[src/rtl/game_round_ctrl.sv]
// game_round_ctrl: BCD quiz round sequencer with timed answer window, scoring and result hold.
module game_round_ctrl #(
  parameter int         TICK_DIV  = 100_000,
  parameter int         ANSWER_MS = 5000,
  parameter int         RESULT_MS = 1000,
  parameter int         ROUNDS    = 10,
  parameter logic [4:0] LFSR_SEED = 5'h1B
) (
  input  logic       CLK,
  input  logic       R,
  input  logic       BTN,
  input  logic [4:0] SW,
  output logic [3:0] Q1,
  output logic       HEX,
  output logic       DEC,
  output logic [3:0] ROUND,
  output logic [3:0] SCORE,
  output logic       CORRECT,
  output logic       BUSY,
  output logic       DONE
);
  localparam int PW = TICK_DIV > 1 ? $clog2(TICK_DIV) : 1;
  typedef enum logic [2:0] {IDLE, SHOW, ANSWER, RESULT, FINISH} state_t;
  state_t state_q, state_d;
  logic [2:0] sync_q;
  logic [4:0] lfsr_q;
  logic [PW-1:0] presc_q;
  logic [15:0] tick_q;
  logic [3:0] q1_q, q1_d, round_q, round_d, score_q, score_d;
  logic hex_q, hex_d, dec_q, dec_d, correct_q, correct_d, busy_q, done_q;
  logic btn_rise, tick_end, ans_to, res_to, right;
  logic [3:0] q_raw, q_val;
  assign btn_rise = sync_q[1] & ~sync_q[2];
  assign tick_end = presc_q == PW'(TICK_DIV - 1);
  assign ans_to   = tick_end && tick_q == 16'(ANSWER_MS - 1);
  assign res_to   = tick_end && tick_q == 16'(RESULT_MS - 1);
  assign right    = SW[3:0] == q1_q && SW[4] == hex_q;
  // Decimal questions fold 10..15 back into 0..5 so the digit stays a valid BCD value.
  assign q_raw = lfsr_q[3:0];
  assign q_val = (!lfsr_q[4] && q_raw > 4'd9) ? q_raw - 4'd10 : q_raw;
  always_comb begin
    state_d   = state_q;
    q1_d      = q1_q;
    hex_d     = hex_q;
    dec_d     = dec_q;
    round_d   = round_q;
    score_d   = score_q;
    correct_d = correct_q;
    case (state_q)
      IDLE: if (btn_rise) begin
        state_d = SHOW;
        score_d = '0;
        round_d = 4'd1;
      end
      SHOW: state_d = ANSWER;
      ANSWER: if (btn_rise || ans_to) begin
        state_d   = RESULT;
        correct_d = btn_rise && right;
        score_d   = (btn_rise && right && score_q < 4'(ROUNDS)) ? score_q + 4'd1 : score_q;
      end
      RESULT: if (res_to) begin
        correct_d = 1'b0;
        state_d   = round_q == 4'(ROUNDS) ? FINISH : SHOW;
        round_d   = round_q == 4'(ROUNDS) ? round_q : round_q + 4'd1;
      end
      FINISH: if (btn_rise) begin
        state_d = IDLE;
        round_d = '0;
        score_d = '0;
      end
      default: state_d = IDLE;
    endcase
    // A new question is drawn from the LFSR on the edge that enters SHOW.
    if (state_d == SHOW && state_q != SHOW) begin
      q1_d  = q_val;
      hex_d = lfsr_q[4];
      dec_d = ~lfsr_q[4];
    end
    if (state_d == FINISH || state_d == IDLE) begin
      q1_d  = '0;
      hex_d = 1'b0;
      dec_d = 1'b0;
    end
  end
  always_ff @(posedge CLK) begin
    if (!R) begin
      state_q   <= IDLE;
      sync_q    <= '0;
      lfsr_q    <= LFSR_SEED;
      presc_q   <= '0;
      tick_q    <= '0;
      q1_q      <= '0;
      hex_q     <= 1'b0;
      dec_q     <= 1'b0;
      round_q   <= '0;
      score_q   <= '0;
      correct_q <= 1'b0;
      busy_q    <= 1'b0;
      done_q    <= 1'b0;
    end else begin
      state_q   <= state_d;
      sync_q    <= {sync_q[1:0], BTN};
      lfsr_q    <= {lfsr_q[3:0], lfsr_q[4] ^ lfsr_q[2]};
      presc_q   <= (state_d != state_q || tick_end) ? '0 : presc_q + PW'(1);
      tick_q    <= state_d != state_q ? '0 : tick_q + 16'(tick_end);
      q1_q      <= q1_d;
      hex_q     <= hex_d;
      dec_q     <= dec_d;
      round_q   <= round_d;
      score_q   <= score_d;
      correct_q <= correct_d;
      busy_q    <= state_d == SHOW || state_d == ANSWER || state_d == RESULT;
      done_q    <= state_d == FINISH;
    end
  end
  assign Q1      = q1_q;
  assign HEX     = hex_q;
  assign DEC     = dec_q;
  assign ROUND   = round_q;
  assign SCORE   = score_q;
  assign CORRECT = correct_q;
  assign BUSY    = busy_q;
  assign DONE    = done_q;
endmodule

[config.mk]
export PLATFORM = sky130hd
export DESIGN_NAME = game_round_ctrl
export DESIGN_NICKNAME = d
export VERILOG_FILES = /design/src/rtl/game_round_ctrl.sv
export SDC_FILE = /design/constraint.sdc
export NUM_CORES = 1
export LEC_CHECK = 0
export ABC_AREA = 1
export CORE_AREA = 5 5 79 81
export CTS_BUF_LIST = sky130_fd_sc_hd__clkbuf_16
export DETAILED_ROUTE_END_ITERATION = 16
export DIE_AREA = 0 0 84 86
export HOLD_SLACK_MARGIN = 0.12
export PLACE_DENSITY = 0.78
export RECOVER_POWER = 25
export SETUP_SLACK_MARGIN = 0.2
export SLEW_MARGIN = 20
export SYNTH_ARGS = -nofsm -noshare
export SYNTH_HDL_FRONTEND = slang
export SYNTH_SLANG_ARGS = --single-unit
[constraint.sdc]
create_clock -name CLK -period 3.02 [get_ports CLK]
set_input_delay 0.302 -clock CLK [delete_from_list [all_inputs] [get_ports CLK]]
set_output_delay 0.302 -clock CLK [all_outputs]
set_load 0.1 [all_outputs]
==> flow_results.xml <==
<?xml version="1.0" encoding="UTF-8"?>
<metrics>
  <group name="run_status">
    <metric name="outcome" unit="">complete, no violations</metric>
  </group>
  <group name="clock_tree">
    <metric name="cts.root.buffer_cell" unit="">sky130_fd_sc_hd__clkbuf_16</metric>
    <metric name="clkTransAtPathRegs" unit="ps">50</metric>
    <metric name="clk_path_buf_depth" unit="">2</metric>
    <metric name="holdBufCountCts" unit="">0</metric>
    <metric name="clock-sinks" unit="">61</metric>
    <metric name="clk_latency" unit="ps">320</metric>
    <metric name="post_cts.resized_instances" unit="">0</metric>
    <metric name="htreeDepth" unit="">3</metric>
    <metric name="post_cts_setup_repair_bufs" unit="">0</metric>
    <metric name="tritoncts" unit="">done</metric>
    <metric name="cts_inserted_buffers" unit="">9</metric>
  </group>
  <group name="floorplan">
    <metric name="fp.coreArea" unit="um^2">5405</metric>
    <metric name="initial_utilization" unit="%">56.16</metric>
    <metric name="chipHeight" unit="um">86</metric>
    <metric name="boundaryPins" unit="">25</metric>
    <metric name="design.die.area" unit="um^2">7224</metric>
    <metric name="num_rows" unit="">27</metric>
    <metric name="floorplan.die.width" unit="um">84</metric>
  </group>
  <group name="synth">
    <metric name="synth_fa_ha_area_share" unit="%">2.885</metric>
    <metric name="synth_top_area_share" unit="%">40.23</metric>
    <metric name="synth_largest_area_cell" unit="">sky130_fd_sc_hd__dfxtp_1</metric>
    <metric name="ys_top_cells_by_area" unit="">sky130_fd_sc_hd__dfxtp_1 40%, sky130_fd_sc_hd__nor2_1 8.7%, sky130_fd_sc_hd__inv_1 8.3%</metric>
    <metric name="main_combinational_cell_family_by_area_after_synthesis" unit="">simple AND/OR/NAND/NOR gates</metric>
    <metric name="synthCells" unit="">417</metric>
    <metric name="asyncSetResetFlopFracSynth" unit="%">0</metric>
    <metric name="synth-seq-cells" unit="">61</metric>
    <metric name="most_frequent_cell_after_synthesis" unit="">sky130_fd_sc_hd__nor2_1</metric>
    <metric name="average_size_of_a_mapped_cell" unit="um^2">7.279</metric>
    <metric name="ys_types" unit="">30</metric>
    <metric name="post_synth_mux_area_share" unit="%">0</metric>
    <metric name="simple_gate_fraction_of_synth_area" unit="%">31.95</metric>
    <metric name="net_count_synth" unit="">432</metric>
    <metric name="synth.yosys.warnings" unit="">0</metric>
    <metric name="post_synth_xor_area_fraction" unit="%">8.656</metric>
    <metric name="synth-edff-count" unit="">0</metric>
    <metric name="synth-compound-area-share" unit="%">6.636</metric>
    <metric name="synth_top_cells_by_count" unit="">70 x sky130_fd_sc_hd__nor2_1, 67 x sky130_fd_sc_hd__inv_1, 62 x sky130_fd_sc_hd__nand2_1</metric>
    <metric name="synth_top_flop_cell" unit="">sky130_fd_sc_hd__dfxtp_1</metric>
    <metric name="synth-seq-area-share" unit="%">40.23</metric>
    <metric name="netlist_area" unit="um^2">3035</metric>
  </group>
  <group name="setup_path">
    <metric name="crit_path_cell_trace" unit="">ha_1 &gt; nand3_1 &gt; inv_1 &gt; nand2_1 &gt; nor2_4 &gt; ha_1 &gt; nand3_1 &gt; nor3_1 &gt; nand4_1 &gt; nor2_1 &gt; nand3_1 &gt; xor2_1 &gt; nor2_1</metric>
    <metric name="critical-path-slowest-cell" unit="">sky130_fd_sc_hd__dfxtp_1</metric>
    <metric name="cp_data_required_time" unit="ps">3220</metric>
    <metric name="cp.arrival" unit="ps">2760</metric>
    <metric name="crit_path_end_kind" unit="">flip-flop</metric>
    <metric name="crit_path_start_kind" unit="">flip-flop</metric>
    <metric name="max_stage_delay" unit="ps">350</metric>
    <metric name="critical_path.max_fanout" unit="">5</metric>
    <metric name="timing.critical_path.buf_inv" unit="">1</metric>
    <metric name="critical-path-top-cell-by-count" unit="">sky130_fd_sc_hd__nand3_1</metric>
    <metric name="path_delay_family" unit="">simple AND/OR/NAND/NOR gates</metric>
    <metric name="setup.worst_path.class" unit="">flip-flop to flip-flop</metric>
  </group>
  <group name="timing">
    <metric name="fin_crit_sh" unit="%">84.83</metric>
    <metric name="hold_viol" unit="">0</metric>
    <metric name="worst_clock_skew" unit="ps">8.449</metric>
    <metric name="grt_setup_unrepaired" unit="">false</metric>
    <metric name="max_slew_headroom" unit="%">21.08</metric>
    <metric name="tightestPinTransition" unit="ps">1189</metric>
    <metric name="maxClockFrequency" unit="GHz">0.3903</metric>
    <metric name="final.min_clock_period" unit="ps">2562</metric>
    <metric name="worst_slack" unit="ps">458.1</metric>
    <metric name="hold_ws" unit="ps">426.2</metric>
    <metric name="slew_viol_final" unit="">0</metric>
    <metric name="setup_viol_count_final" unit="">0</metric>
    <metric name="finalSetupTns" unit="ps">0</metric>
  </group>
  <group name="power_and_ir_drop">
    <metric name="p_int" unit="uW">1565</metric>
    <metric name="power.ir.vdd_worst" unit="mV">0.3542</metric>
    <metric name="clock_power_share" unit="%">52.3</metric>
    <metric name="p_leak" unit="uW">0.001415</metric>
    <metric name="power.sequential.fraction" unit="%">41.4</metric>
    <metric name="power.density_cell_area" unit="nW/um^2">561.2</metric>
    <metric name="comb_power_share" unit="%">6.3</metric>
    <metric name="switching_component_of_the_power" unit="uW">443.2</metric>
    <metric name="power.share.switching" unit="%">22.07</metric>
  </group>
  <group name="global_route">
    <metric name="globalRoute.totalOverflow" unit="">0</metric>
    <metric name="grt_start_max_net_pins" unit="">18</metric>
    <metric name="first_global_vias" unit="">2471</metric>
    <metric name="global_route_wire_length_before_repair" unit="mm">10.45</metric>
    <metric name="global_route.usage.total" unit="%">17.87</metric>
    <metric name="number_of_antenna_violations_at_the_first_check_in_global_routing" unit="">0</metric>
  </group>
  <group name="placed_design">
    <metric name="dp.final_hpwl" unit="mm">4.377</metric>
    <metric name="place_worst_setup_slack" unit="ps">463.0</metric>
    <metric name="gpl.final_weighted_congestion" unit="">0.8732</metric>
    <metric name="buffer_ports.inserted" unit="">24</metric>
  </group>
  <group name="cells_and_area">
    <metric name="n_antenna_cell" unit="">0</metric>
    <metric name="area_growth_syn_to_layout" unit="%">17.89</metric>
    <metric name="final_layout_size_suffix_gt1_share" unit="%">9.890</metric>
    <metric name="fin_nets" unit="">465</metric>
  </group>
  <group name="detailed_routing">
    <metric name="drt-wirelength-per-cell" unit="um">11.47</metric>
    <metric name="drt_wl_total" unit="mm">6.044</metric>
    <metric name="route.antenna.remaining_nets" unit="">0</metric>
    <metric name="number_of_vias_per_cell_after_detailed_routing" unit="">5.025</metric>
    <metric name="drt_pass1_iterations" unit="">4</metric>
    <metric name="remaining_design_rule_violation_count" unit="">0</metric>
    <metric name="detailedRoute.firstIterationViolations" unit="">155</metric>
    <metric name="route.vias.total" unit="">2648</metric>
  </group>
  <group name="flow_run">
    <metric name="timing.max_cap.violations" unit="">0</metric>
  </group>
  <group name="worst_hold_path">
    <metric name="worstHoldPathType" unit="">flip-flop to flip-flop</metric>
  </group>
</metrics>
[registers in the layout, summed over array words and instances (netlist names)]
name and count:
BUSY 1, CORRECT 1, DEC 1, DONE 1, HEX 1, Q1 4, ROUND 4, SCORE 4
lfsr_q 5, presc_q 17, state_q 3, sync_q 3, tick_q 16
[layer usage]
metal / share of wire, % / vias to the layer above / global-route usage (%)
met5: 0 / - / 0
met4: 1.4 / 0 / 7.749
met3: 4.5 / 10 / 5.860
met2: 49 / 65 / 30.87
met1: 46 / 1192 / 20.22
li1: - / 1381 / -
[tightest hold or removal path: cells and delay by family, from the launching register on]
kind,cells,cell delay (ps)
buf+inv,1,30
simple gates,1,50
flops,1,310
[area by class of cell]
type / count / area [um^2]
fillers: 475 / 1827
multi-input cells: 282 / 1521
flip-flops and latches: 61 / 1221
inverters: 71 / 266.5
clock buffers: 9 / 225.2
repair buffers: 25 / 172.7
well taps: 72 / 90.09
clock inverters: 7 / 81.33
[kinds of logic (layout without fill, tap and decap cells)]
logic type,after synthesis,in the layout
buffers and inverters,74,112
XOR/XNOR,30,30
adder cells (fa/ha/maj),7,7
AO/OA/AOI/OAI,34,34
AND/OR/NAND/NOR,211,211
flip-flops,61,61
[metrics by stage]
| step | instance area [um^2] | utilization [%] | power [uW] | instances |
|---|---|---|---|---|
| 6_report | 3578 | 66.20 | 2008 | 527 |
| 5_1_grt | 3578 | 66.20 | 2087 | 527 |
| 4_1_cts | 3623 | 67.04 | 2030 | 527 |
| 3_5_place_dp | 3317 | 61.37 | 976.4 | 511 |
| 3_3_place_gp | 3317 | 61.37 | 973.6 | 511 |
| 2_1_floorplan | 3035 | - | 946.2 | 417 |
[power by group through the flow]
| stage | Clock (uW) | Sequential (uW) | Combinational [uW] |
|---|---|---|---|
| floorplan | 0 | 868 | 78.1 |
| CTS | 1070 | 830 | 130 |
| global route | 1110 | 832 | 141 |
| detailed placement | 0 | 847 | 129 |
| global placement | 0 | 847 | 127 |
| finish | 1050 | 831 | 127 |
[path summary, 6_finish.rpt]
check / startpoint / endpoint / slack, ps / cells after the start
worst max-delay path: presc_q[0] / tick_q[15] / 460 / 13
worst min-delay path: sync_q[1] / sync_q[2] / 430 / 2
worst max register to register: presc_q[0] / tick_q[15] / 460 / 13
worst min register to register: sync_q[1] / sync_q[2] / 430 / 2
[cell usage in the layout, fill, tap and decap left out, drive strengths merged]
cell type,instances
inv,72
clkbuf,21
buf,1
a22oi,1
nand3,35
a31o,1
a221oi,2
ha,7
clkinv,4
nor3b,2
nor3,6
o211ai,1
nand2,67
xnor2,11
a31oi,1
xor2,19
clkdlybuf4s50,11
dfxtp,61
a211oi,1
nand4,14
or2,4
bufinv,2
o21ai,12
a21oi,15
dlygate4sd3,1
nor2,83
Power figures use the tool's default switching activity.
==> patch (same flow settings) <==
The parameter `TICK_DIV` goes from 100_000 to 50_000.
--- a/src/rtl/game_round_ctrl.sv
+++ b/src/rtl/game_round_ctrl.sv
@@ -1,6 +1,6 @@
 // game_round_ctrl: BCD quiz round sequencer with timed answer window, scoring and result hold.
 module game_round_ctrl #(
-  parameter int         TICK_DIV  = 100_000,
+  parameter int         TICK_DIV  = 50_000,
   parameter int         ANSWER_MS = 5000,
   parameter int         RESULT_MS = 1000,
   parameter int         ROUNDS    = 10,
Behaviour: same outputs for any inputs over 10 cycles, from zero or initial values; that may be too few to reach the edited logic, so the function may still have changed.
==> patch against the unedited design <==
Count of clock-buffer cells in the layout unchanged; sequential share of layout area shrank 1.5 points; wire length shrank 2.0%; setup slack improved by 0.072 ns; largest power group unchanged; design area is 2.8% higher; total power rose by 1.6%; synthesized area is 2.6% higher; sequential cell count shrank 1; utilization is 1.8 points higher.
==> patch: results (changes against the unedited design) <==
First-pass GRT wire length - 10.6 mm (+1.1%)
Largest net degree at the start of global routing - 17 (-1)
Xor and xnor area share after synthesis - 8.44% (-0.22 points)
Dpl cells - 521 (+2.0%)
Minimum clock period - 2.49 ns (-0.0725 ns)
Clock share of power - 52.4% (about the same)
Status - finished, final reports clean
Number of global-route vias before repair - 2540 (+2.8%)
DRT iter0 DRCs - 169 (+9.0%)
Gr usage total - 17.7% (-0.19 points)
Synth top cells by count - 83 x nand2_1, 60 x dfxtp_1, 57 x inv_1
Synth top area cells - dfxtp_1 39%, nand2_1 10%, xor2_1 7.3%
Detailed Route WL - 5.92 mm (-2.0%)
Post-synthesis compound-gate area fraction - 6.11% (-0.53 points)
Met1 Usage GRT - 21.6% (+1.4 points)
Reg2Reg Depth - 14 (+1)
Hold slack - 0.405 ns (-0.0212 ns)
DR WL met3 - 256 um (-5.9%)
Combinational share of power - 7.4% (+1.1 points)
Cell Area, Placed - 3390 um2 (+2.3%)
Min-Delay Endpoint - sync_q[1]
# nets final - 475 (+2.2%)
DRT met1 WL - 2.80 mm (+1.6%)
Dpl ws - 0.432 ns (-0.0308 ns)
Distinct cells, synth - 32 (+6.7%)
Vias post-DR - 2618 (-1.1%)
Setup slack, reg-to-reg - 0.53 ns (+0.07 ns)
Sequential share of the synthesized area - 38.6% (-1.6 points)
Syn Nets - 443 (+2.5%)
Share of layout cells above drive strength 1 - 14.8% (+4.9 points)
Met2 routed WL - 2.74 mm (-6.7%)
Pint - 1.56 mW (about the same)
Non-filler cells, final - 537 (+1.9%)
Largest regs - presc_q: 16 flops, tick_q: 16 flops, lfsr_q: 5 flops
Min-delay src - sync_q[0]
R2R Path End - tick_q[14]
Max Clock Skew - 0.0104 ns (+0.00196 ns)
Sw Ratio - 23.3% (+1.3 points)
Max-slew headroom - 20.8% (-0.25 points)
Post-DP HPWL - 4.29 mm (-2.0%)
GR Util met3 - 6.24% (+0.38 points)
patch: layout make-up:
| cell class | count | area [um2] |
|---|---|---|
| sequential | 60 | 1200 |
| tap | 72 | 90.1 |
| timing repair buffer | 24 | 178 |
| clock buffer | 9 | 225 |
| inverter | 73 | 274 |
| clock inverter | 7 | 92.6 |
| multi-input combinational | 292 | 1620 |
| fill | 483 | 1730 |
patch: repair_timing:
item / 4_1_cts / 5_1_grt
resized for setup: 0 / 1
endpoints found under the setup margin: 0 / 2
endpoints found under the hold margin: 0 / 0
patch: cell families after synthesis:
logic type	count (synthesis)
and+or+nand+nor	221
buffers and inverters	76
DFF	60
AOI/OAI and AO/OA	34
xor gates and xnor gates	30
adders and majority gates	7
patch: worst min-delay path, stage by stage, from the launching register on:
cell     delay (ns)
dfxtp_1        0.30
nand2_1        0.04
inv_1          0.04
